[config.mk]
export PLATFORM = sky130hd
export DESIGN_NAME = pipe_hazard_ctrl
export DESIGN_NICKNAME = d
export VERILOG_FILES = /design/src/rtl/pipe_hazard_ctrl.sv
export SDC_FILE = /design/constraint.sdc
export NUM_CORES = 1
export LEC_CHECK = 0
export BUFFER_PORTS_ARGS = -buffer_cell sky130_fd_sc_hd__buf_2
export CAP_MARGIN = 25
export CORE_UTILIZATION = 54
export CTS_CLUSTER_DIAMETER = 120
export DETAILED_ROUTE_END_ITERATION = 6
export GPL_ROUTABILITY_DRIVEN = 0
export PLACE_DENSITY = 0.83
export REMOVE_ABC_BUFFERS = 1
export SLEW_MARGIN = 20
export SYNTH_ARGS = -nofsm -noshare
export SYNTH_HDL_FRONTEND = slang
export SYNTH_SLANG_ARGS = --single-unit
[constraint.sdc]
create_clock -name clk_i -period 3.9 [get_ports clk_i]
set_input_delay 0.975 -clock clk_i [delete_from_list [all_inputs] [get_ports clk_i]]
set_output_delay 0.975 -clock clk_i [all_outputs]
set_load 0.02 [all_outputs]
[src/rtl/pipe_hazard_ctrl.sv]
// Hazard/stall controller for the 5-stage pipeline: load-use bubbles, branch flushes,
// memory-wait freeze, saturating stall counter and sticky memory-timeout flag.
module pipe_hazard_ctrl #(
    parameter int TIMEOUT = 16,
    parameter int CNT_W   = 16
) (
    input  logic             clk_i,
    input  logic             rst_i,
    input  logic             idex_memread_i,
    input  logic [4:0]       idex_rt_i,
    input  logic [4:0]       ifid_rs_i,
    input  logic [4:0]       ifid_rt_i,
    input  logic             ifid_use_rt_i,
    input  logic             branch_taken_i,
    input  logic             exmem_mem_req_i,
    input  logic             dmem_ready_i,
    input  logic             cnt_clr_i,
    output logic             pc_write_o,
    output logic             ifid_write_o,
    output logic             ifid_flush_o,
    output logic             idex_write_o,
    output logic             idex_flush_o,
    output logic             exmem_write_o,
    output logic             memwb_flush_o,
    output logic             err_o,
    output logic [CNT_W-1:0] stall_cnt_o
);

    // state    | meaning
    // BOOT     | first cycle after reset, every stage loads a bubble
    // RUN      | normal issue; load-use and branch handling active
    // MEM_WAIT | data memory withholding ready, pipeline frozen
    typedef enum logic [1:0] {
        BOOT     = 2'd0,
        RUN      = 2'd1,
        MEM_WAIT = 2'd2
    } state_t;

    localparam int WAIT_W = $clog2(TIMEOUT + 1);
    localparam logic [WAIT_W-1:0] WAIT_MAX  = WAIT_W'(TIMEOUT);
    localparam logic [WAIT_W-1:0] WAIT_LAST = WAIT_W'(TIMEOUT - 1);
    localparam logic [CNT_W-1:0]  STALL_MAX = '1;

    state_t            state;
    logic [WAIT_W-1:0] wait_cnt;
    logic              active;
    logic              freeze;
    logic              loaduse;

    assign active  = (state != BOOT);
    assign freeze  = exmem_mem_req_i & ~dmem_ready_i;
    assign loaduse = idex_memread_i & (idex_rt_i != 5'd0) &
                     ((idex_rt_i == ifid_rs_i) |
                      (ifid_use_rt_i & (idex_rt_i == ifid_rt_i)));

    // Controls are decoded in the same cycle as the hazard so the stage registers
    // react before the next edge; BOOT values double as the fallback.
    always_comb begin
        pc_write_o    = 1'b0;
        ifid_write_o  = 1'b0;
        ifid_flush_o  = 1'b1;
        idex_write_o  = 1'b0;
        idex_flush_o  = 1'b1;
        exmem_write_o = 1'b0;
        memwb_flush_o = 1'b1;
        if (active) begin
            if (freeze) begin
                ifid_flush_o  = 1'b0;
                idex_flush_o  = 1'b0;
                memwb_flush_o = 1'b1;
            end else if (loaduse) begin
                ifid_flush_o  = 1'b0;
                idex_write_o  = 1'b1;
                idex_flush_o  = 1'b1;
                exmem_write_o = 1'b1;
                memwb_flush_o = 1'b0;
            end else begin
                pc_write_o    = 1'b1;
                ifid_write_o  = 1'b1;
                ifid_flush_o  = branch_taken_i;
                idex_write_o  = 1'b1;
                idex_flush_o  = 1'b0;
                exmem_write_o = 1'b1;
                memwb_flush_o = 1'b0;
            end
        end
    end

    always_ff @(posedge clk_i or negedge rst_i) begin
        if (!rst_i) begin
            state <= BOOT;
        end else begin
            case (state)
                BOOT:     state <= RUN;
                RUN:      if (freeze) state <= MEM_WAIT;
                MEM_WAIT: if (!freeze) state <= RUN;
                default:  state <= BOOT;
            endcase
        end
    end

    // Wait counter tracks consecutive freeze cycles only; any break restarts it.
    always_ff @(posedge clk_i or negedge rst_i) begin
        if (!rst_i) begin
            wait_cnt <= '0;
            err_o    <= 1'b0;
        end else begin
            if (active && freeze) begin
                if (wait_cnt != WAIT_MAX) wait_cnt <= wait_cnt + 1'b1;
                if (wait_cnt == WAIT_LAST) err_o <= 1'b1;
            end else begin
                wait_cnt <= '0;
            end
        end
    end

    always_ff @(posedge clk_i or negedge rst_i) begin
        if (!rst_i) begin
            stall_cnt_o <= '0;
        end else if (cnt_clr_i) begin
            stall_cnt_o <= '0;
        end else if (active && !pc_write_o && stall_cnt_o != STALL_MAX) begin
            stall_cnt_o <= stall_cnt_o + 1'b1;
        end
    end

endmodule

; After elaboration in Yosys (flattened, before gate mapping)
; Cells that the tools add are included.
[op_classes]
add_sub_neg = 2
multipliers = 0
div_mod_pow = 0
n_lt_le_gt_ge = 0
n_eq_ne = 10
n_shift = 0
n_mux = 20
bitwise = 6
n_reduce_logical = 10
[op_table]
columns = op, count
row1 = $mux W16, 2
row2 = $add A16 B1 Y16 const B, 1
row3 = $ne A16 B16 Y1 const B, 1
row4 = $mux W1, 13
row5 = $eq A5 B5 Y1, 2
row6 = $mux W5, 2
row7 = $pmux W2 S3, 1
row8 = $add A5 B1 Y5 const B, 1
row9 = $eq A5 B4 Y1 const B, 1
row10 = $ne A5 B5 Y1 const B, 1
row11 = $reduce_bool A5 Y1, 1
row12 = $and A1 B1 Y1, 4
row13 = $mux W2, 2
row14 = $ne A2 B2 Y1 const B, 2
row15 = $reduce_and A2 Y1, 2
row16 = $reduce_bool A2 Y1, 2
row17 = $logic_and A1 B1 Y1, 3
row18 = $eq A2 B1 Y1 const B, 1
row19 = $eq A2 B2 Y1 const B, 1
row20 = $logic_not A2 Y1, 1
row21 = $ne A2 B1 Y1 const B, 1
row22 = $logic_not A1 Y1, 1
row23 = $not A1 Y1, 1
row24 = $or A1 B1 Y1, 1
[word_totals]
ff_bits = 24
latch_bits = 0
ram_bits = 0
mem_bits_ro = 0
in_bits = 23
elab_cells = 52
mem_count = 0

; Longest topological paths before layout
; Gate-level depths: netlist of run 1.
[depth]
ltp_word = 12
depth_mapped = 9
ltp_nobuf = 7

; Least setup slack after synthesis of run 1
; OpenSTA, ideal clock, no wires.
[synth_timing]
path_type = input to output
from = input port dmem_ready_i
to = output port pc_write_o
arrival_time_ps = 2483
path_slack_ps = 442
path_stages = 5
n_path_buf = 1
path_cell_list = and2b_1 > nor2_1 > inv_1 > a31oi_1 > buf_4
[synth_between]
elab_chain_cells = 4
[synth_rtl]
columns = item, line
row1 = start: declaration, 16  ; input logic dmem_ready_i,
row2 = $not A1 Y1, 51  ; assign freeze = exmem_mem_req_i & ~dmem_ready_i;
row3 = $and A1 B1 Y1, 51
row4 = $mux W1 (2 in series), -
row5 = end: declaration, 18  ; output logic pc_write_o,
; No other way between the ends.

; Worst setup path after layout of run 1
[layout_timing]
from = input port idex_rt_i[0]
to = output port ifid_flush_o
[layout_between]
elab_chain_cells = 7
elab_cells_between_ends = 10
[layout_rtl]
columns = item, line
row1 = start: declaration, 10  ; input logic [4:0] idex_rt_i,
row2 = $eq A5 B5 Y1, 54  ; (ifid_use_rt_i & (idex_rt_i == ifid_rt_i)));
row3 = $and A1 B1 Y1, 54
row4 = $or A1 B1 Y1, 53  ; ((idex_rt_i == ifid_rs_i) |
row5 = $and A1 B1 Y1 (*), 52  ; assign loaduse = idex_memread_i & (idex_rt_i != 5'd0) &
row6 = $mux W1 (*), 71  ; end else if (loaduse) begin
row7 = $mux W1 (*), 67  ; if (freeze) begin
row8 = $mux W1 (*), 66  ; if (active) begin
row9 = end: declaration, 20  ; output logic ifid_flush_o,
; Mark *: on every way between the ends. The rest lies on a longest branch, timed or not.

==> results of run 1 <==
-- stage by stage --
stage	power [mW]	cell area [sq um]	setup WS, ns	util [%]
3_5_place_dp	0.367	1700	0.787	67.2
2_1_floorplan	0.326	1430	0.138	-
5_1_grt	0.490	1720	0.691	68.1
6_report	0.466	1720	0.784	68.1
4_1_cts	0.471	1720	0.783	68.1
3_3_place_gp	0.364	1700	0.839	67.2
-- layer usage --
| layer | GRT usage [%] | vias to the layer above | wire, um |
|---|---|---|---|
| met5 | 0 | - | 0 |
| met4 | 4.70 | 0 | 17 |
| met3 | 4.80 | 4 | 133 |
| met2 | 45.7 | 31 | 1660 |
| met1 | 27.3 | 633 | 1220 |
| li1 | - | 673 | - |
-- cells by family after synthesis --
logic type,share of synthesized area [%]
compound gates,15.0
xor+xnor,9.58
fa+ha+maj,3.42
buf+inv,3.93
flops,41.1
mux,1.37
simple gates,25.7
-- power by group through the flow --
stage	registers (mW)	clock network (mW)	logic [mW]
4_1_cts	0.262	0.108	0.101
5_1_grt	0.263	0.117	0.111
2_1_floorplan	0.267	0	0.0589
3_3_place_gp	0.266	0	0.0979
3_5_place_dp	0.266	0	0.101
6_report	0.262	0.104	0.100
-- worst max-delay path by stage --
stage                     slack [ns]  depth (start not counted)      endpoint
after global routing            0.69                          7  ifid_flush_o
after CTS                       0.78                          7  ifid_flush_o
after floorplan                 0.14                          4  ifid_write_o
after global placement          0.84                          7  ifid_flush_o
after detailed placement        0.79                          7  ifid_flush_o
final                           0.78                          7  ifid_flush_o
-- critical path: cells and delay by family --
kind,cells,cell delay [ns]
buf+inv,2,0.27
xor+xnor,1,0.16
compound gates,2,0.49
simple gates,2,0.25
-- cell type report --
type                            instances  area [sq um]  area share (%)
Sequential cell                        24           601            35.0
Multi-Input combinational cell        124           805            46.8
Timing Repair Buffer                   46           230            13.4
Clock buffer                            3          22.5            1.31
Inverter                                6          22.5            1.31
Tap cell                               30          37.5            2.18
-- registers in the layout, summed over array words and instances, names as in the netlist --
name	count
stall_cnt_o	16
wait_cnt	5
state	2
err_o	1
-- synth_stat cells (5+ instances only) --
cell type / number
o21ai_0: 10
nand2_1: 10
nand3_1: 11
or4_1: 6
xnor2_1: 14
o31ai_1: 5
inv_1: 6
nor2_1: 12
or3_1: 7
a21oi_1: 13
dfrtp_1: 24
==> impl_results.md, run 1 <==
- Sequential share of power: 56.2%
- Routed Antenna Nets: 0
- Layout Cells excl Fill: 233
- Final nets: 232
- Crit path DAT: 2.14 ns
- PortBufs: 46
- Largest net degree at the start of global routing: 27
- Worst Hold Path EP: err_o
- Yosys top cell area share: 41.1%
- Clock sink count: 24
- F_max: 321 MHz
- Worst-path clk slew: 0.11 ns
- Combinational Power Share: 21.5%
- R2R setup slack: 1.58 ns
- Die width: 54.0 um
- Initial Utilization: 58.0%
- Hold-critical path depth: 1
- Relative slew slack: 59.2%
- CTS Buf Count: 3
- Vias/cell: 5.76
- Worst-margin pin slew: 0.605 ns
- Final Max Slew Viols: 0
- Postcts setup bufs: 0
- Final hold slack: 0.480 ns
- Critical Path Sink Type: primary output
- Max Root-Sink Buffers: 2
- Row cnt: 18
- # H-tree levels: 1
- Antenna violations before repair: 0
- Ports: 47
- Number of enable flip-flop cells after synthesis: 0
- R2R cell count: 7
- Share of cells above drive strength 1: 27.1%
- CTS tree: yes
- Seq/Total Area, Yosys: 41.1%
- Hold_sp: err_o
- Clock power share: 22.3%
- DP Wirelength: 2.35 mm
- Die footprint: 2920 sq um
- CP required: 2.92 ns
- Skew final: 0.00633 ns
- Gr ovfl total: 0
- Synth-to-Final Area Change: 17.5%
- Peak VDD IR: 241 uV
- Fill cells: 222
- DRT iter0 DRCs: 30
- Clock root buffer master: clkbuf_4
- Crit path launch: idex_rt_i[0]
- Status: complete, no violations
- Final Critical Period: 3.12 ns
- FF+latch count, synth: 24
- Setup CP Type: input port to primary output
- Slowest Stage Delay on Critical Path: 0.25 ns
- Via count: 1,341
- Yosys warns: 0
- CP Cell Sequence: buf_2, xnor2_1, nand3_1, o22ai_1, nand3_1, a31o_2, buf_2
- Post-cts hold buffer count: 0
- Setup TNS: 0 ns
- Average wire per standard cell: 13.0 um
- Critical path's slowest cell: o22ai_1
- Post-CTS resize count: 0
- Antenna diodes: 0
- Routed wire length: 3.03 mm
- Mapped Area: 1460 sq um
- Final hold vios: 0
- Pwr Density: 271 nW/um^2
- Worst Setup Start Kind: input port
- Commonest non-fill, non-tap cell in the layout: buf_2
- Static Leakage: 0.794 nW
- Drt drc: 0
- Total global-route track usage: 24.0%
- Core area: 2520 sq um
- Syn Inst Count: 160
- Critical R2R Capture: stall_cnt_o[5]
- Tcrit/Tclk final: 79.9%
- Most frequent cells in the layout: 46 x buf_2, 24 x dfrtp_1, 14 x xnor2_1
- Switching Share: 29.4%
- Clk Latency, worst-skew pair: 0.31 ns
- Ys flop type: dfrtp_1
- Die Height: 54.0 um
- Area leader, netlist: dfrtp_1
- DR pass1 iterations: 4
- Psw: 137 uW
- Worst-path maximum fanout: 3
- Synth area leaders: dfrtp_1 41%, xnor2_1 8.4%, a21oi_1 4.4%
- # setup viols final: 0
- RR Startpoint: stall_cnt_o[0]
- Tightest Hold Check Type: register to register
- Syn Area/Cell: 9.14 sq um
- First-pass GRT wire length: 5.11 mm
- P_int: 329 uW
- Placed instance count: 230
- Vias in the first global route: 1,215
- Async S/R FF share, synth: 100%
- RSZ-0062 raised after global routing: false
- Synth unique cells: 36
- Max Cap Violations: 0
Note: power is estimated with default switching activity, not from simulation.
==> inputs of run 2 (changes only) <==
--- a/config.mk
+++ b/config.mk
@@ -5,13 +5,14 @@
 export SDC_FILE = /design/constraint.sdc
 export NUM_CORES = 1
 export LEC_CHECK = 0
+export ABC_AREA = 1
 export BUFFER_PORTS_ARGS = -buffer_cell sky130_fd_sc_hd__buf_2
 export CAP_MARGIN = 25
-export CORE_UTILIZATION = 54
+export CORE_UTILIZATION = 53
 export CTS_CLUSTER_DIAMETER = 120
 export DETAILED_ROUTE_END_ITERATION = 6
 export GPL_ROUTABILITY_DRIVEN = 0
-export PLACE_DENSITY = 0.83
+export PLACE_DENSITY = 0.79
 export REMOVE_ABC_BUFFERS = 1
 export SLEW_MARGIN = 20
 export SYNTH_ARGS = -nofsm -noshare
==> constraint.sdc (replaced) <==
create_clock -name clk_i -period 3.1 [get_ports clk_i]
set_input_delay 0.775 -clock clk_i [delete_from_list [all_inputs] [get_ports clk_i]]
set_output_delay 0.775 -clock clk_i [all_outputs]
set_load 0.02 [all_outputs]
==> run 2 against run 1 <==
Die area increased by 22%. Global-route usage decreased by 2.5 points. Setup slack got worse by 0.38 ns. Critical endpoint is now ifid_write_o. Largest power group unchanged. Highest routed layer unchanged.
==> impl_results.md, run 2 <==
- Share of cells above drive strength 1: 21.5% (was 27.1%)
- R2R cell count: 9 (was 7)
- Setup CP Type: input port to primary output (unchanged)
- Mapped Area: 1770 sq um (was 1460 sq um)
- Largest regs: stall_cnt_o: 16 flops, wait_cnt: 5 flops, state: 2 flops (unchanged)
- Clock sink count: 24 (unchanged)
- Synth-to-Final Area Change: 13.9% (was 17.5%)
- Routed Antenna Nets: 0 (unchanged)
- Clk Latency, worst-skew pair: 0.31 ns (about the same)
- Total power: 625 uW (was 466 uW)
- Setup TNS: 0 ns (unchanged)
- Pwr Density: 311 nW/um^2 (was 271 nW/um^2)
- Clock root buffer master: clkbuf_4 (unchanged)
- Area leader, netlist: dfrtp_1 (unchanged)
- Ports: 47 (unchanged)
- Largest net degree at the start of global routing: 31 (was 27)
- Die width: 59.7 um (was 54.0 um)
- F_max: 371 MHz
- Total global-route track usage: 21.4% (was 24.0%)
- Post-cts hold buffer count: 0 (unchanged)
- Antenna violations before repair: 0 (unchanged)
- Worst Setup Start Kind: input port (unchanged)
- RSZ-0062 raised after global routing: false (unchanged)
- Syn Area/Cell: 7.01 sq um (was 9.14 sq um)
- Fill cells: 304 (was 222)
- Slowest Stage Delay on Critical Path: 0.18 ns (was 0.25 ns)
- # setup viols final: 0 (unchanged)
- Drt drc: 0 (unchanged)
- Yosys top cell area share: 34.0% (was 41.1%)
- Core area: 3100 sq um (was 2520 sq um)
- Via count: 1,691 (was 1,341)
- CP Cell Sequence: buf_2, inv_1, nand4_1, o21ai_0, inv_1, nand2_1, nand2_4, nor2_1, buf_2 (was buf_2, xnor2_1, nand3_1, o22ai_1, nand3_1, a31o_2, buf_2)
- Final Critical Period: 2.69 ns
- Skew final: 0.00816 ns (was 0.00633 ns)
- Vias in the first global route: 1,415 (was 1,215)
- Tightest Hold Check Type: input port to asynchronous set/reset pin (was register to register)
- R2R setup slack: 1.23 ns (was 1.58 ns)
- Vias/cell: 5.02 (was 5.76)
- Most frequent cells in the layout: 68 x nand2_1, 46 x buf_2, 40 x inv_1 (was 46 x buf_2, 24 x dfrtp_1, 14 x xnor2_1)
- Final Max Slew Viols: 0 (unchanged)
- Ys flop type: dfrtp_1 (unchanged)
- Area occupied by multi-input gates: 945 sq um (was 805 sq um)
- Relative slew slack: 38.5% (was 59.2%)
- Worst-path maximum fanout: 18 (was 3)
- FF+latch count, synth: 24 (unchanged)
- Antenna diodes: 0 (unchanged)
- Critical R2R Capture: stall_cnt_o[15] (was stall_cnt_o[5])
- Die Height: 59.7 um (was 54.0 um)
- Final hold vios: 0 (unchanged)
- Postcts setup bufs: 0 (unchanged)
- Yosys warns: 0 (unchanged)
- DP Wirelength: 2.62 mm (was 2.35 mm)
- Synth area leaders: dfrtp_1 34%, nand2_1 14%, inv_1 8.5% (was dfrtp_1 41%, xnor2_1 8.4%, a21oi_1 4.4%)
- # H-tree levels: 1 (unchanged)
- Most common cell in the synthesized netlist: nand2_1 (was dfrtp_1)
- DR pass1 iterations: 4 (unchanged)
- Async S/R FF share, synth: 100% (unchanged)
- CP bufs+invs: 4 (was 2)
- Critical Path Sink Type: primary output (unchanged)
- Tcrit/Tclk final: 86.9%
- Crit path DAT: 1.92 ns (was 2.14 ns)
- Average wire per standard cell: 10.4 um (was 13.0 um)
- Initial Utilization: 56.9% (was 58.0%)
- Peak VDD IR: 221 uV (was 241 uV)
- Gr ovfl total: 0 (unchanged)
- CP required: 2.32 ns (was 2.92 ns)
- Final hold slack: 0.421 ns (was 0.480 ns)
- Worst-path clk slew: 0.13 ns (was 0.11 ns)
- Max reg flops: 16 (unchanged)
- Max Cap Violations: 0 (unchanged)
- Reg with most FFs: stall_cnt_o (unchanged)
- RR Startpoint: stall_cnt_o[0] (unchanged)
- Post-CTS resize count: 0 (unchanged)
- Routed wire length: 3.50 mm (was 3.03 mm)
- Final core occ: 64.8% (was 68.1%)
- Die footprint: 3570 sq um (was 2920 sq um)
- Final nets: 322 (was 232)
- First-pass GRT wire length: 5.88 mm (was 5.11 mm)
- Worst-margin pin slew: 0.921 ns (was 0.605 ns)
- Max Root-Sink Buffers: 2 (unchanged)
- Number of enable flip-flop cells after synthesis: 0 (unchanged)
- Synth cell count leaders: 68 x nand2_1, 40 x inv_1, 28 x nor2_1, 24 x dfrtp_1, 23 x nand3_1 (was 24 x dfrtp_1, 14 x xnor2_1, 13 x a21oi_1, 12 x nor2_1, 11 x nand3_1)
- Critical path's slowest cell: nand2_4 (was o22ai_1)
- CTS Buf Count: 3 (unchanged)
- DRT iter0 DRCs: 59 (was 30)
- CTS tree: yes (unchanged)
- Status: complete, no violations (unchanged)
- Synth unique cells: 27 (was 36)
- Row cnt: 20 (was 18)
- PortBufs: 46 (unchanged)
- Commonest non-fill, non-tap cell in the layout: nand2_1 (was buf_2)
- Static Leakage: 1.19 nW (was 0.794 nW)
- CP delay by family, top: simple AND/OR/NAND/NOR gates (was compound AO/OA/AOI/OAI gates)
- Seq/Total Area, Yosys: 34.0% (was 41.1%)
- Register area: 601 sq um (unchanged)
- Syn Inst Count: 252 (was 160)
==> run 2: cell count changes after synthesis, moves of 6 or more <==
cell / previous run / this run
or4_1: 6 / 0
nor2_1: 12 / 28
nand3_1: 11 / 23
nand2_1: 10 / 68
or3_1: 7 / 0
inv_1: 6 / 40
xnor2_1: 14 / 1
nand4_1: 3 / 18
==> run 2: worst max path at each step <==
stage | startpoint | endpoint | cells after the start
global placement | idex_rt_i[1] | pc_write_o | 9
finish | idex_rt_i[2] | ifid_write_o | 9
global route | idex_rt_i[2] | ifid_write_o | 9
CTS | idex_rt_i[2] | ifid_write_o | 9
floorplan | idex_rt_i[2] | ifid_write_o | 7
detailed placement | idex_rt_i[2] | ifid_write_o | 9
==> run 2: worst register-to-register path, delay by kind of cell, from the launching register on <==
family / cells / cell delay, ns
fa+ha+maj: 1 / 0.24
simple gates: 8 / 1.09
flops: 1 / 0.45
==> run 2: kinds of logic (layout without fill, tap and decap cells) <==
| kind of cell | count (synthesis) | in the layout | share of synthesized area (%) |
|---|---|---|---|
| buf+inv | 50 | 91 | 12.5 |
| compound gates | 15 | 15 | 4.61 |
| simple gates | 151 | 151 | 42.1 |
| flops | 24 | 24 | 34.0 |
| xor+xnor | 8 | 8 | 3.97 |
| fa+ha+maj | 4 | 4 | 2.83 |
==> run 2: metrics by stage <==
step	setup slack [ns]	instance area (sq um)	std cells
after floorplan	0.406	1700	244
after global placement	0.454	1990	334
after detailed placement	0.405	1990	334
after CTS	0.401	2010	337
after global routing	0.265	2010	337
final	0.407	2010	337
==> run 2: routing by layer <==
layer / global-route usage, % / vias to the layer above / share of wire (%)
met3: 3.46 / 7 / 3.9
met1: 28.5 / 759 / 49
met5: 0 / - / 0
met2: 36.2 / 38 / 46
met4: 5.65 / 0 / 1.1
li1: - / 887 / -
==> run 2: power breakdown <==
| part | total [mW] | internal [mW] | switching [mW] | leakage [nW] |
|---|---|---|---|---|
| registers | 0.335 | 0.325 | 0.00955 | 0.329 |
| clock network | 0.135 | 0.0455 | 0.0892 | 0.0138 |
| logic | 0.156 | 0.0494 | 0.106 | 0.851 |
| total | 0.625 | 0.420 | 0.205 | 1.19 |
==> run 2: area by class of cell <==
cell class                 count  area share [%]
inverter                      42            7.84
tap                           44            2.74
sequential                    24            29.9
clock buffer                   3            1.12
timing repair buffer          46            11.4
multi-input combinational    178            47.0
